## config.mk

```make
export PLATFORM = sky130hd
export DESIGN_NAME = truth_table_sweeper
export DESIGN_NICKNAME = d
export VERILOG_FILES = /design/src/rtl/sweeper_pkg.sv /design/src/rtl/vec_delay_line.sv /design/src/rtl/truth_table_sweeper.sv
export SDC_FILE = /design/constraint.sdc
export NUM_CORES = 1
export LEC_CHECK = 0
export ABC_AREA = 0
export CORE_ASPECT_RATIO = 0.9
export CORE_UTILIZATION = 56
export CTS_BUF_LIST = sky130_fd_sc_hd__clkbuf_4 sky130_fd_sc_hd__clkbuf_8
export CTS_CLUSTER_SIZE = 30
export DETAILED_ROUTE_END_ITERATION = 10
export PLACE_DENSITY = 0.86
export SYNTH_ARGS = -nofsm -noshare
export SYNTH_HDL_FRONTEND = slang
export SYNTH_SLANG_ARGS = --single-unit
export TNS_END_PERCENT = 50
```

## constraint.sdc

```tcl
create_clock -name clock -period 2.91 [get_ports clock]
set_input_delay 0.582 -clock clock [delete_from_list [all_inputs] [get_ports clock]]
set_output_delay 0.582 -clock clock [all_outputs]
set_load 0.03 [all_outputs]
```

## src/rtl/sweeper_pkg.sv

```systemverilog
// Shared types and helpers for the truth-table sweeper.
package sweeper_pkg;

  typedef enum logic [1:0] {
    IDLE  = 2'd0,
    SWEEP = 2'd1,
    DRAIN = 2'd2,
    DONE  = 2'd3
  } state_e;

  // Increment that sticks at the all-ones value of a width-bit counter.
  function automatic logic [31:0] sat_inc(input logic [31:0] count, input int unsigned width);
    logic [31:0] max_v;
    if (width >= 32'd32) begin
      max_v = 32'hFFFF_FFFF;
    end else begin
      max_v = (32'd1 << width) - 32'd1;
    end
    if (count >= max_v) begin
      sat_inc = max_v;
    end else begin
      sat_inc = count + 32'd1;
    end
  endfunction

endpackage

```

## src/rtl/vec_delay_line.sv

```systemverilog
// Delays {valid, vec} by DUT_LAT cycles so the compare lines up with the cell's response.
module vec_delay_line #(
  parameter int N_IN    = 3,
  parameter int DUT_LAT = 0
) (
  input  logic            clock,
  input  logic            reset,
  input  logic            valid_i,
  input  logic [N_IN-1:0] vec_i,
  output logic            valid_o,
  output logic [N_IN-1:0] vec_o
);

  if (DUT_LAT == 0) begin : g_pass
    logic unused_clk_rst_s;
    assign unused_clk_rst_s = clock ^ reset;
    assign valid_o = valid_i;
    assign vec_o   = vec_i;
  end else begin : g_pipe
    logic [DUT_LAT-1:0] valid_q;
    logic [N_IN-1:0]    vec_q [DUT_LAT];

    // Shift stage s takes stage s-1; clearing valid bits drops anything in flight.
    always_ff @(posedge clock) begin
      if (reset) begin
        valid_q <= '0;
        for (int s = 0; s < DUT_LAT; s++) begin
          vec_q[s] <= '0;
        end
      end else begin
        valid_q[0] <= valid_i;
        vec_q[0]   <= vec_i;
        for (int s = 1; s < DUT_LAT; s++) begin
          valid_q[s] <= valid_q[s-1];
          vec_q[s]   <= vec_q[s-1];
        end
      end
    end

    assign valid_o = valid_q[DUT_LAT-1];
    assign vec_o   = vec_q[DUT_LAT-1];
  end

endmodule

```

## src/rtl/truth_table_sweeper.sv

```systemverilog
// Exhaustive self-test engine: sweeps all input vectors into a cell and checks its
// response against TRUTH_TABLE, counting mismatches and capturing the first failure.
module truth_table_sweeper
  import sweeper_pkg::*;
#(
  parameter int                   N_IN        = 3,
  parameter logic [(1<<N_IN)-1:0] TRUTH_TABLE = 8'b00111001,
  parameter int                   DUT_LAT     = 0,
  parameter int                   ERR_W       = 8
) (
  input  logic             clock,
  input  logic             reset,
  input  logic             start,
  input  logic             continuous,
  input  logic             stop,
  output logic [N_IN-1:0]  x,
  input  logic             z,
  output logic             error,
  output logic [ERR_W-1:0] err_count,
  output logic [N_IN-1:0]  first_fail_vec,
  output logic             first_fail_valid,
  output logic             busy,
  output logic             done
);

  localparam logic [N_IN-1:0] VEC_MAX    = '1;
  localparam logic [2:0]      DRAIN_INIT = (DUT_LAT > 0) ? 3'(DUT_LAT - 1) : 3'd0;

  state_e           state_q, state_d;
  logic [N_IN-1:0]  vec_q, vec_d;
  logic             cont_q, cont_d;
  logic             stop_q, stop_d;
  logic [2:0]       drain_q, drain_d;
  logic             error_q, error_d;
  logic             done_q, done_d;
  logic             busy_q, busy_d;
  logic [ERR_W-1:0] err_cnt_q, err_cnt_d;
  logic             ffv_q, ffv_d;
  logic [N_IN-1:0]  ffvec_q, ffvec_d;
  logic             cmp_valid_s;
  logic [N_IN-1:0]  cmp_vec_s;
  logic             mismatch_s;
  logic             last_cmp_s;

  vec_delay_line #(
    .N_IN    (N_IN),
    .DUT_LAT (DUT_LAT)
  ) u_delay (
    .clock   (clock),
    .reset   (reset),
    .valid_i (state_q == SWEEP),
    .vec_i   (vec_q),
    .valid_o (cmp_valid_s),
    .vec_o   (cmp_vec_s)
  );

  assign mismatch_s = cmp_valid_s && (z != TRUTH_TABLE[cmp_vec_s]);
  assign last_cmp_s = cmp_valid_s && (cmp_vec_s == VEC_MAX);

  // Sequencer: vec_q doubles as the stimulus and is only non-zero while sweeping.
  always_comb begin
    state_d = state_q;
    vec_d   = vec_q;
    cont_d  = cont_q;
    stop_d  = stop_q;
    drain_d = drain_q;
    case (state_q)
      IDLE: begin
        if (start) begin
          state_d = SWEEP;
          vec_d   = '0;
          cont_d  = continuous;
          stop_d  = 1'b0;
        end else begin
          state_d = IDLE;
        end
      end
      SWEEP: begin
        if (stop) begin
          stop_d = 1'b1;
        end else begin
          stop_d = stop_q;
        end
        if (vec_q == VEC_MAX) begin
          vec_d = '0;
          if (cont_q && !stop_q && !stop) begin
            state_d = SWEEP;
          end else if (DUT_LAT > 0) begin
            state_d = DRAIN;
            drain_d = DRAIN_INIT;
          end else begin
            state_d = DONE;
          end
        end else begin
          vec_d = vec_q + N_IN'(1);
        end
      end
      DRAIN: begin
        if (drain_q == 3'd0) begin
          state_d = DONE;
        end else begin
          drain_d = drain_q - 3'd1;
        end
      end
      DONE: begin
        state_d = IDLE;
      end
      default: begin
        state_d = IDLE;
      end
    endcase
  end

  // Result bookkeeping; start clears the tally, only the first mismatch is captured.
  always_comb begin
    err_cnt_d = err_cnt_q;
    ffv_d     = ffv_q;
    ffvec_d   = ffvec_q;
    error_d   = mismatch_s;
    done_d    = last_cmp_s;
    busy_d    = (state_d == SWEEP) || (state_d == DRAIN);
    if ((state_q == IDLE) && start) begin
      err_cnt_d = '0;
      ffv_d     = 1'b0;
    end else if (mismatch_s) begin
      err_cnt_d = ERR_W'(sat_inc(32'(err_cnt_q), ERR_W));
      if (!ffv_q) begin
        ffv_d   = 1'b1;
        ffvec_d = cmp_vec_s;
      end else begin
        ffv_d   = 1'b1;
      end
    end else begin
      err_cnt_d = err_cnt_q;
    end
  end

  // State and output registers.
  always_ff @(posedge clock) begin
    if (reset) begin
      state_q   <= IDLE;
      vec_q     <= '0;
      cont_q    <= 1'b0;
      stop_q    <= 1'b0;
      drain_q   <= 3'd0;
      error_q   <= 1'b0;
      done_q    <= 1'b0;
      busy_q    <= 1'b0;
      err_cnt_q <= '0;
      ffv_q     <= 1'b0;
      ffvec_q   <= '0;
    end else begin
      state_q   <= state_d;
      vec_q     <= vec_d;
      cont_q    <= cont_d;
      stop_q    <= stop_d;
      drain_q   <= drain_d;
      error_q   <= error_d;
      done_q    <= done_d;
      busy_q    <= busy_d;
      err_cnt_q <= err_cnt_d;
      ffv_q     <= ffv_d;
      ffvec_q   <= ffvec_d;
    end
  end

  assign x                = vec_q;
  assign error            = error_q;
  assign err_count        = err_cnt_q;
  assign first_fail_vec   = ffvec_q;
  assign first_fail_valid = ffv_q;
  assign busy             = busy_q;
  assign done             = done_q;

endmodule

```

* After elaboration in Yosys (flattened, before gate mapping)
Memory sizes are Yosys's and may differ from the RTL's. A register that Yosys moved wholly into a read port is not among the register bits. Cells that the tools add are included.
Storage, ports and cells: flip-flop bits (word level) 25, latch bits 0, bits in writable memories 0, memory bits (read-only) 8, input bits 6, output and inout port bits 18, word-level logic and storage cells 63, memories 1
Operators by class: $add $sub $neg 3, multipliers 0, div/mod/pow operators 0, order comparisons 2, eq/ne operators 9, shift-type cells 0, mux-type cells 17, bitwise gates (word level) 3, reduce and logical (&&, ||, !) cells 17
Memory list:
- (no name shown) | words 8, bits a word 1, rd ports 1, clocked after Yosys merged registers in 1, write ports 0, line truth_table_sweeper.sv:57 | assign mismatch_s = cmp_valid_s && (z != TRUTH_TABLE[cmp_vec_s]);
Operators by type and width (count):
- $mux W32 | 2
- $ge A8 B32 Y1 | 1
- $mux W3 | 4
- $add A8 B1 Y8 const B | 1
- $mux W8 | 1
- $pmux W2 S4 | 1
- $eq A2 B2 Y1 const B | 3
- $mux W2 | 3
- $pmux W3 S2 | 1
- $reduce_and A2 Y1 | 3
- $reduce_and A3 Y1 | 2
- $logic_and A1 B1 Y1 | 5
- $eq A2 B1 Y1 const B | 2
- $lt A3 B4 Y1 const B | 1
- $mux W1 | 4
- $ne A2 B2 Y1 const B | 2
- $add A3 B1 Y3 const B | 1
- $eq A3 B3 Y1 const B | 1
- $logic_not A3 Y1 | 1
- $not A1 Y1 | 3
- $sub A3 B1 Y3 const B | 1
- $logic_not A1 Y1 | 2
- $logic_not A2 Y1 | 1
- $pmux W1 S2 | 1
- other kinds (4) | 4

* Depth between registers and ports, before layout
Gate-level depths: netlist of run 1.
depth after elaboration 8, gate-level depth with buffers 6, mapped depth without buffers 6

* Cells and area by module
A second synthesis of run 1 with hierarchy kept.
Second synthesis, totals: cell total of the unflattened synthesis 130, area total of the unflattened synthesis 1181.1 sq um
Modules (own cells, without submodules):
- truth_table_sweeper | instances 1, cells an instance 126, area each 1151.1 sq um, seq. area each 500.5 sq um
- vec_delay_line | instances 1, cells an instance 4, area each 30.0 sq um, seq. area each 0.0 sq um

* Worst setup path before layout of run 1
Ideal clock, no wire load.
path kind reg2reg, start point register err_cnt_q[0] (netlist: err_count[0]), end point register err_cnt_q[1] (netlist: err_count[1]), library setup time 0.070 ns, arrival time 1.511 ns, data required time 2.840 ns, path slack 1.329 ns, cell stages (with the launch flop) 6, path buffers 0, clock period less this slack 1.581 ns, path through dfxtp_1 ha_1 inv_1 nor4_2 nand3_1 a21oi_1
On the way: word-level cells in the longest chain between the ends 2, elaborated cells between the ends (all ways) 3, those cells by class 1 x add/sub; 1 x order compare; 1 x mux
Ends and longest elaborated chain:
- start, declared | line truth_table_sweeper.sv:37 | logic [ERR_W-1:0] err_cnt_q, err_cnt_d;
- start signal, assigned | line truth_table_sweeper.sv:161 | err_cnt_q <= err_cnt_d;
- $ge A8 B32 Y1 / $add A8 B1 Y8 (equally long branches) | line sweeper_pkg.sv:19, sweeper_pkg.sv:22
- $mux W8 (*) | line sweeper_pkg.sv:19 | if (count >= max_v) begin
Every way passes the cells marked *; elsewhere a longest branch is shown, timed or not. A chain may end at the register's enable or synchronous reset.

* Worst setup path in the final report of run 1
start point register vec_q[2] (netlist: x[2]), end point output port x[2]
RTL lines:
- start, declared | line truth_table_sweeper.sv:30 | logic [N_IN-1:0] vec_q, vec_d;
- start signal, assigned | line truth_table_sweeper.sv:154 | vec_q <= vec_d;
- end, declared | line truth_table_sweeper.sv:16 | output logic [N_IN-1:0] x,
No word-level cell between the ends.

==> impl_metrics.yaml, run 1 <==
routing:
  via_count: 1035
  routed.top_layer: "met4"
  routed_wl_um: 2620
  wl_met2_um: 1240
  wl_met3_um: 159
  wire_per_inst_um: 14.7
  drtIter0Drc: 23
  first_pass_iters: 4
  drc_errors: 0
  drt-vias-per-instance: 5.81
  ant_nets: 0
  met1Wirelength_um: 1160
grt:
  antenna_found_initial: 0
  overflow: 0
  grtUsageTotal_pct: 25.2
  grt_pass1_wl_um: 4220
  grt_pass1_vias: 972
  grt_max_degree: 16
clock_network:
  cts_setup_buffers: 0
  cts_root_buffer: "clkbuf_4"
  numCtsBuffers: 3
  clockBufferDepth: 2
  hold_buffers: 0
  clock_latency_ns: 0.32
  clkSlewWorstSetupHoldPaths_ns: 0.14
  cts_max_level: 1
  cts_tree: "yes"
  post_cts_resized: 0
  cts_sinks: 26
setup_path:
  path_cells: "clkdlybuf4s50_1"
  worstSetupPathType: "reg -> out"
  cp-start-kind: "register"
  crit_buf_inv: 1
  crit_family: "buffers and inverters"
  cp-end-kind: "primary output"
  crit_fanout: 5
  slowest_stage: "clkdlybuf4s50_1"
  critPathMaxStageDelay_ns: 0.71
  cp_data_required_time_ns: 2.33
  arrival_ns: 1.50
pwr:
  power.density_nw_per_um2: 470
  clockPowerShare_pct: 34.9
  p_seq_share_pct: 53.5
  internal_power_w: 0.000539
  netSwitchingPower_w: 0.000162
  p_leak_nw: 0.518
  irDropWorstVdd_mv: 0.758
  combinationalPowerShare_pct: 11.6
  p_total_w: 0.000701
  switching_share_pct: 23.2
cells_and_area:
  drive_gt1_share_pct: 8.50
  fillCellCount: 157
  diodes: 0
  area_delta_synth_final_pct: 25.6
  multi_input_area_um2: 631
  final_common_cell: "dfxtp_1"
  final_cell_mix: "26 x dfxtp_1, 23 x clkdlybuf4s50_1, 15 x nor2_1"
  final_util_pct: 76.4
  register_area_um2: 520
  layout.nets: 166
  post-route-cell-area_um2: 1490
floorplan:
  fp.dieH_um: 45.7
  core_region_area_um2: 1950
  rows: 15
  io_pins: 24
  initial_utilization_pct: 60.8
  die_area_um2: 2310
  die_w_um: 50.5
timing:
  rsz0062_at_grt: "false"
  finalCriticalPeriod_ns: 2.08
  finalHoldViolCount: 0
  fmax_mhz: 481
  setup_viol: 0
  fin_worst_skew_ns: 0.00945
  layout_setup_ws_ns: 0.831
  slew_headroom_pct: 59.2
  slew_viol_final: 0
  fin_setup_tns_ns: 0
  worst_slew_pin_slew_ns: 0.608
  period_share_pct: 71.5
worst_hold_path:
  hold_path.class: "reg -> reg"
synthesis:
  post-synth-top-area-cell: "dfxtp_1"
  yosysWarningCount: 0
  syn-cell-area_um2: 1190
  synthCells: 129
  ys_ff_latch: 26
  yosysSeqAreaShare_pct: 43.8
  yosysUniqueCellTypes: 36
  synth_nets: 141
  synth.area.top_cells: "dfxtp_1 44%, ha_1 6.3%, mux2i_1 5.1%"
  avgSynthCellArea_um2: 9.20
  yosysTopAreaCellShare_pct: 43.8
placed_design:
  post_dp_cell_area_um2: 1440
  port_buffers: 23
  pre_cts_ws_ns: 0.723
  place_hpwl_um: 1870
  gp_congestion: 0.787
job:
  cap_violations: 0
run_status:
  status: "complete, no violations"
==> cells in the mapped netlist <==
| master | number |
|---|---|
| nor2b_1 | 6 |
| o21bai_1 | 1 |
| nand4_1 | 4 |
| a32o_1 | 1 |
| and4_1 | 1 |
| nand2b_1 | 1 |
| clkbuf_1 | 2 |
| mux2i_1 | 6 |
| nand2_1 | 10 |
| nor3_1 | 4 |
| nor4_2 | 1 |
| or2_2 | 2 |
| or3_1 | 1 |
| a2111oi_2 | 1 |
| nor3_2 | 1 |
| ha_1 | 6 |
| and3_1 | 1 |
| a211oi_1 | 2 |
| and2b_1 | 1 |
| o2111a_1 | 1 |
| nor4_1 | 1 |
| a21oi_1 | 10 |
| xnor2_1 | 4 |
| a22oi_1 | 1 |
| nand3_1 | 2 |
| dfxtp_1 | 26 |
| nand2b_2 | 1 |
| o21ai_0 | 2 |
| inv_1 | 5 |
| nor2_1 | 15 |
| a31oi_2 | 1 |
| buf_2 | 2 |
| a32oi_1 | 1 |
| or3b_1 | 1 |
| xor2_1 | 3 |
| nor2_2 | 1 |
==> power groups by stage <==
stage / clock network [W] / logic (W) / registers, W
floorplan: 0 / 0.0000408 / 0.000393
global placement: 0 / 0.0000759 / 0.000383
detailed placement: 0 / 0.0000788 / 0.000383
CTS: 0.000249 / 0.0000800 / 0.000376
global route: 0.000260 / 0.0000870 / 0.000377
finish: 0.000245 / 0.0000810 / 0.000375
==> area by class of cell <==
cell class,instances,share of cell area [%]
multi-input cells,94,42.3
repair buffers,24,15.9
flip-flops and latches,26,34.9
clock inverters,1,2.01
well taps,25,2.10
clock buffers,3,1.51
inverters,5,1.26
==> kinds of logic after synthesis <==
kind of cell | share of synthesized area (%)
adders and majority gates | 6.32
muxes | 5.06
buffers and inverters | 3.06
DFF | 43.8
AOI/OAI and AO/OA | 12.4
xor gates and xnor gates | 5.16
and+or+nand+nor | 24.1
==> final timing paths <==
check	from	end	slack (ns)	depth (start not counted)
worst max register to register	state_q[0]$_SDFF_PP0_	err_count[5]$_SDFFE_PP0P_	1.21	4
worst min-delay path	cont_q$_SDFFE_PP0P_	cont_q$_SDFFE_PP0P_	0.51	2
worst min register to register	cont_q$_SDFFE_PP0P_	cont_q$_SDFFE_PP0P_	0.51	2
worst max-delay path	x[2]$_SDFFE_PP0N_	x[2]	0.83	1
==> flip-flops by register name (all words and copies together), names as in the netlist, 2 cells and up, named ones only <==
| register | cells |
|---|---|
| drain_q | 3 |
| err_count | 8 |
| first_fail_vec | 3 |
| state_q | 2 |
| x | 3 |
==> per-layer routing <==
layer | track usage [%] | vias to the layer above
met5 | 0 | -
met4 | 12.2 | 0
met3 | 7.00 | 11
met2 | 42.7 | 46
met1 | 30.0 | 478
li1 | - | 500
==> through the flow <==
step	hold slack (ns)	cells
after floorplan	0.442	129
after global placement	0.455	174
after detailed placement	0.484	174
after CTS	0.506	178
after global routing	0.536	178
final	0.508	178
Power figures use the tool's default switching activity.
==> run 2, diff against run 1 <==
Settings changed: CORE_UTILIZATION 56 to 52, PLACE_DENSITY 0.86 to 0.81.
Clock period 2.91 ns to 2 ns, I/O delays scaled along.
==> run 2 against run 1 <==
- clock skew decreased by 0.0056 ns
- non-clock buffer count rose by 1
- register-to-register slack worse by 0.83 ns
- die area rose by 7.4%
- routed wire length down 8.0%
- sequential share of layout area down 0.23 points
- sequential power rose by 46%
- clock power is 44% higher
- critical path depth did not move
- critical path type unchanged
- critical endpoint is now err_count[2]
- highest routed layer unchanged
==> impl_metrics.yaml, run 2 (synthesized netlist as in run 1, its figures left out) <==
run_status:
  status: "complete, no violations"
routing:
  wl_met2_um: 1140
  wl_met3_um: 119
  via_count: 1002
  routed_wl_um: 2410
  drt-vias-per-instance: 5.54
  first_pass_iters: 4
  met1Wirelength_um: 1140
  ant_nets: 0
  routed.top_layer: "met4"
  drc_errors: 0
  drtIter0Drc: 24
  wire_per_inst_um: 13.3
clock_network:
  clkSlewWorstSetupHoldPaths_ns: 0.13
  cts_tree: "yes"
  hold_buffers: 0
  cts_setup_buffers: 0
  cts_sinks: 26
  clockBufferDepth: 2
  clock_latency_ns: 0.32
  cts_root_buffer: "clkbuf_4"
  numCtsBuffers: 3
  cts_max_level: 1
  post_cts_resized: 0
grt:
  antenna_found_initial: 0
  grt_max_degree: 16
  overflow: 0
  grt_pass1_wl_um: 3860
  grtUsageTotal_pct: 21.7
  grt_pass1_vias: 875
placed_design:
  place_hpwl_um: 1850
  port_buffers: 23
  gp_congestion: 0.755
pwr:
  p_total_w: 0.00101
  clockPowerShare_pct: 34.7
  p_leak_nw: 0.523
  combinationalPowerShare_pct: 11.4
  power.density_nw_per_um2: 675
  p_seq_share_pct: 53.9
  netSwitchingPower_w: 0.000229
  internal_power_w: 0.000785
  irDropWorstVdd_mv: 0.670
  switching_share_pct: 22.6
floorplan:
  die_w_um: 52.4
  die_area_um2: 2480
  core_region_area_um2: 2160
  io_pins: 24
  fp.dieH_um: 47.3
  initial_utilization_pct: 54.9
  rows: 16
timing:
  worst_slew_pin_slew_ns: 0.531
  fin_worst_skew_ns: 0.00388
  slew_headroom_pct: 64.3
  fin_setup_tns_ns: 0
  setup_viol: 0
  fmax_mhz: 526
  rsz0062_at_grt: "false"
  finalHoldViolCount: 0
  slew_viol_final: 0
  finalCriticalPeriod_ns: 1.90
  period_share_pct: 95.0
cells_and_area:
  area_delta_synth_final_pct: 26.4
  drive_gt1_share_pct: 9.09
  final_common_cell: "dfxtp_1"
  final_cell_mix: "26 x dfxtp_1, 23 x clkdlybuf4s50_1, 15 x nor2_1"
  layout.nets: 167
  diodes: 0
  largest_register_ffs: 8
setup_path:
  arrival_ns: 1.50
  slowest_stage: "clkdlybuf4s50_1"
  crit_family: "buffers and inverters"
  path_cells: "clkdlybuf4s50_1"
  worstSetupPathType: "reg -> out"
  crit_buf_inv: 1
  cp_data_required_time_ns: 1.60
  crit_fanout: 7
  cp-start-kind: "register"
  cp-end-kind: "primary output"
  critPathMaxStageDelay_ns: 0.72
worst_hold_path:
  hold_path.class: "reg -> reg"
job:
  cap_violations: 0
## run 2: changes by cell type in the layout (fill, tap and decap cells not counted)
| cell | before | now |
|---|---|---|
| buf_4 | 1 | 2 |
## run 2: cell type report
type,count,area [µm²]
Timing Repair Buffer,25,245
Clock buffer,3,22.5
Inverter,5,18.8
Multi-Input combinational cell,94,631
Tap cell,27,33.8
Clock inverter,1,30.0
Fill cell,171,661
Sequential cell,26,520
## run 2: final timing paths
kind | depth (start not counted) | end | start | slack [ns]
max | 1 | err_count[2] | err_count[2]$_SDFFE_PP0P_ | 0.1
min | 2 | drain_q[2]$_SDFFE_PP0P_ | drain_q[2]$_SDFFE_PP0P_ | 0.48
min reg2reg | 2 | drain_q[2]$_SDFFE_PP0P_ | drain_q[2]$_SDFFE_PP0P_ | 0.48
max reg2reg | 4 | register | state_q[0]$_SDFF_PP0_ | 0.38
## run 2: power by group through the flow
stage	sequential, W	combinational (W)	clock [W]
6_report	0.000546	0.000116	0.000352
2_1_floorplan	0.000571	0.0000593	0
3_3_place_gp	0.000557	0.000112	0
3_5_place_dp	0.000558	0.000116	0
5_1_grt	0.000549	0.000126	0.000383
4_1_cts	0.000546	0.000116	0.000359
## run 2: per-layer routing
metal	GRT usage (%)	up-vias
li1	-	502
met1	28.2	468
met4	5.79	0
met5	0	-
met2	34.9	30
met3	6.80	2
## run 2: per-stage QoR
| stage | cells | instance area, µm² | hold WS (ns) | util [%] | setup slack, ns |
|---|---|---|---|---|---|
| finish | 181 | 1500 | 0.483 | 69.4 | 0.0997 |
| global route | 181 | 1500 | 0.518 | 69.4 | 0.0143 |
| CTS | 181 | 1500 | 0.485 | 69.4 | 0.0926 |
| detailed placement | 177 | 1450 | 0.462 | 67.0 | 0.0465 |
| global placement | 177 | 1450 | 0.451 | 67.0 | 0.0941 |
| floorplan | 129 | 1190 | 0.442 | - | 0.419 |
==> run 3, diff against run 2 <==
Settings changed: CTS_CLUSTER_DIAMETER set to 30.
==> results of run 3 <==
The final DEF is identical to that of run 2; final timing and power are the same.
==> patch: new RTL, config.mk and constraints of run 1 <==
Register the input `z` before use, without a reset. The logic sees it one clock later. The other inputs are not delayed to match.
--- a/src/rtl/truth_table_sweeper.sv
+++ b/src/rtl/truth_table_sweeper.sv
@@ -25,6 +25,12 @@
 
   localparam logic [N_IN-1:0] VEC_MAX    = '1;
   localparam logic [2:0]      DRAIN_INIT = (DUT_LAT > 0) ? 3'(DUT_LAT - 1) : 3'd0;
+
+  logic z_q;
+
+  always_ff @(posedge clock) begin
+    z_q <= z;
+  end
 
   state_e           state_q, state_d;
   logic [N_IN-1:0]  vec_q, vec_d;
@@ -54,7 +60,7 @@
     .vec_o   (cmp_vec_s)
   );
 
-  assign mismatch_s = cmp_valid_s && (z != TRUTH_TABLE[cmp_vec_s]);
+  assign mismatch_s = cmp_valid_s && (z_q != TRUTH_TABLE[cmp_vec_s]);
   assign last_cmp_s = cmp_valid_s && (cmp_vec_s == VEC_MAX);
 
   // Sequencer: vec_q doubles as the stimulus and is only non-zero while sweeping.
Function: changed (Yosys sat finds a counterexample within 4 cycles, from zero or initial values and one cycle with reset high).
==> patch against run 1 <==
- wire length down 5.0%
- sequential cell count is 1 higher
- area after synthesis increased by 1.7%
- total power fell by 10%
- global-route usage shrank 0.68 points
- worst hold slack got worse by 23 ps
- setup slack worse by 4.4 ps
- final cell count up 0.56%
- synthesized cell count grew 0.78%
- count of clock-buffer cells in the layout unchanged
- critical path depth stayed put
- cell area is 0.17% lower
- critical path type unchanged
- critical endpoint is now err_count[0]
==> patch: results <==
[detailed_routing]
detail_route.vias_per_cell = 5.70
drtIter0Drc = 14
drt-wirelength-per-cell_um = 13.9
first_pass_iters = 4

[placement]
io_buffers = 23
dp_hpwl_um = 1870
globalplace.congestion = 0.809

[worst_setup_path]
cpMaxStageDelayCell = "clkdlybuf4s50_1"
cp.arrival_ps = 1500
crit_path_max_fanout = 5
slowest_delay_ps = 710
crit_family = "buffers and inverters"

[cts]
insertion_delay_ps = 320
cts-htree-levels = 1
numCtsBuffers = 3
cts_root_buffer = "clkbuf_4"
post_cts_resized = 0
cts.clk_slew.worst_paths_ps = 140
cts_setup_buffers = 0
cts_buffer_depth = 2

[global_routing]
overflow = 0
gr-usage-all-layers_pct = 24.5
antenna_found_initial = 0
grt_pass1_wl_um = 4170
grt_pass1_vias = 966
grt_max_degree = 17

[synthesis]
synth.avg_cell_area_um2 = 9.29
synth_fp_nets = 142
yosysWarnings = 0
async_flop_share_pct = 0
synthTopCellsByCount = "dfxtp_1, nor2_1, a21oi_1, nand2_1"
synth.yosys.seq_area_share_pct = 44.8
ys_types = 36
synth.area.top_cells = "dfxtp_1, ha_1, mux2i_1"

[sta]
slew_headroom_pct = 59.9
finalClockSkew_ps = 7.83

[final_layout]
nNetsFinal = 167
n_antenna_cell = 0
drive_gt1_share_pct = 8.44
largest_reg_flops = 8

[power_and_ir_drop]
irDropWorstVdd_mv = 0.516
leakage_uw = 0.000512

[run_status]
outcome = "complete, no violations"

[hold_path]
hold_path_class = "register to register"
[patch: cell count changes in the layout (fill, tap and decap cells not counted), sizes merged]
cell / before / now
clkinvlp: 0 / 1
bufinv: 1 / 0
dfxtp: 26 / 27
[patch: power breakdown]
part / total (µW) / switching (µW) / internal [µW] / leakage [µW]
logic: 78.7 / 45.0 / 33.6 / 0.000279
clock network: 160 / 107 / 52.6 / 0.0000139
registers: 391 / 10.7 / 380 / 0.000220
[patch: path summary, 6_finish.rpt]
| check | to | depth (start not counted) | from | slack, ps |
|---|---|---|---|---|
| min reg2reg | drain_q[2] | 2 | drain_q[2] | 490 |
| max reg2reg | err_count[3] | 5 | err_count[0] | 1190 |
| min | drain_q[2] | 2 | drain_q[2] | 490 |
| max | err_count[0] | 1 | err_count[0] | 830 |
[patch: cell type report]
type	instances	area, µm²
flip-flops and latches	27	541
clock buffers	3	22.5
multi-input cells	94	631
repair buffers	24	238
fillers	142	482
well taps	25	31.3
clock inverters	1	7.51
inverters	5	18.8
[patch: logic make-up after synthesis]
family | share of synthesized area, %
AO/OA/AOI/OAI | 12.2
buffers and inverters | 3.01
flip-flops | 44.8
AND/OR/NAND/NOR | 23.7
XOR/XNOR | 5.08
adder cells (fa/ha/maj) | 6.22
multiplexers | 4.97
[patch: through the flow]
stage | cells | hold slack, ps | util [%] | area (µm²) | worst slack, ps
after CTS | 179 | 484 | 75.6 | 1490 | 835
after global placement | 175 | 453 | 74.0 | 1460 | 891
after floorplan | 130 | 442 | - | 1210 | 1330
final | 179 | 485 | 75.6 | 1490 | 826
after global routing | 179 | 540 | 75.6 | 1490 | 758
after detailed placement | 175 | 465 | 74.0 | 1460 | 771
[patch: per-layer routing]
layer  share of wire, %  track usage (%)  routed length [µm]
met5                  0                0                   0
met2                 46             40.0                1150
met4                2.2             9.44                  55
met1                 44             30.5                1110
met3                7.0             7.92                 175
[patch: worst min-delay path: stages (launching register included)]
cell and delay [ps]:
dfxtp_1 350, nand2_1 60, a21oi_1 50
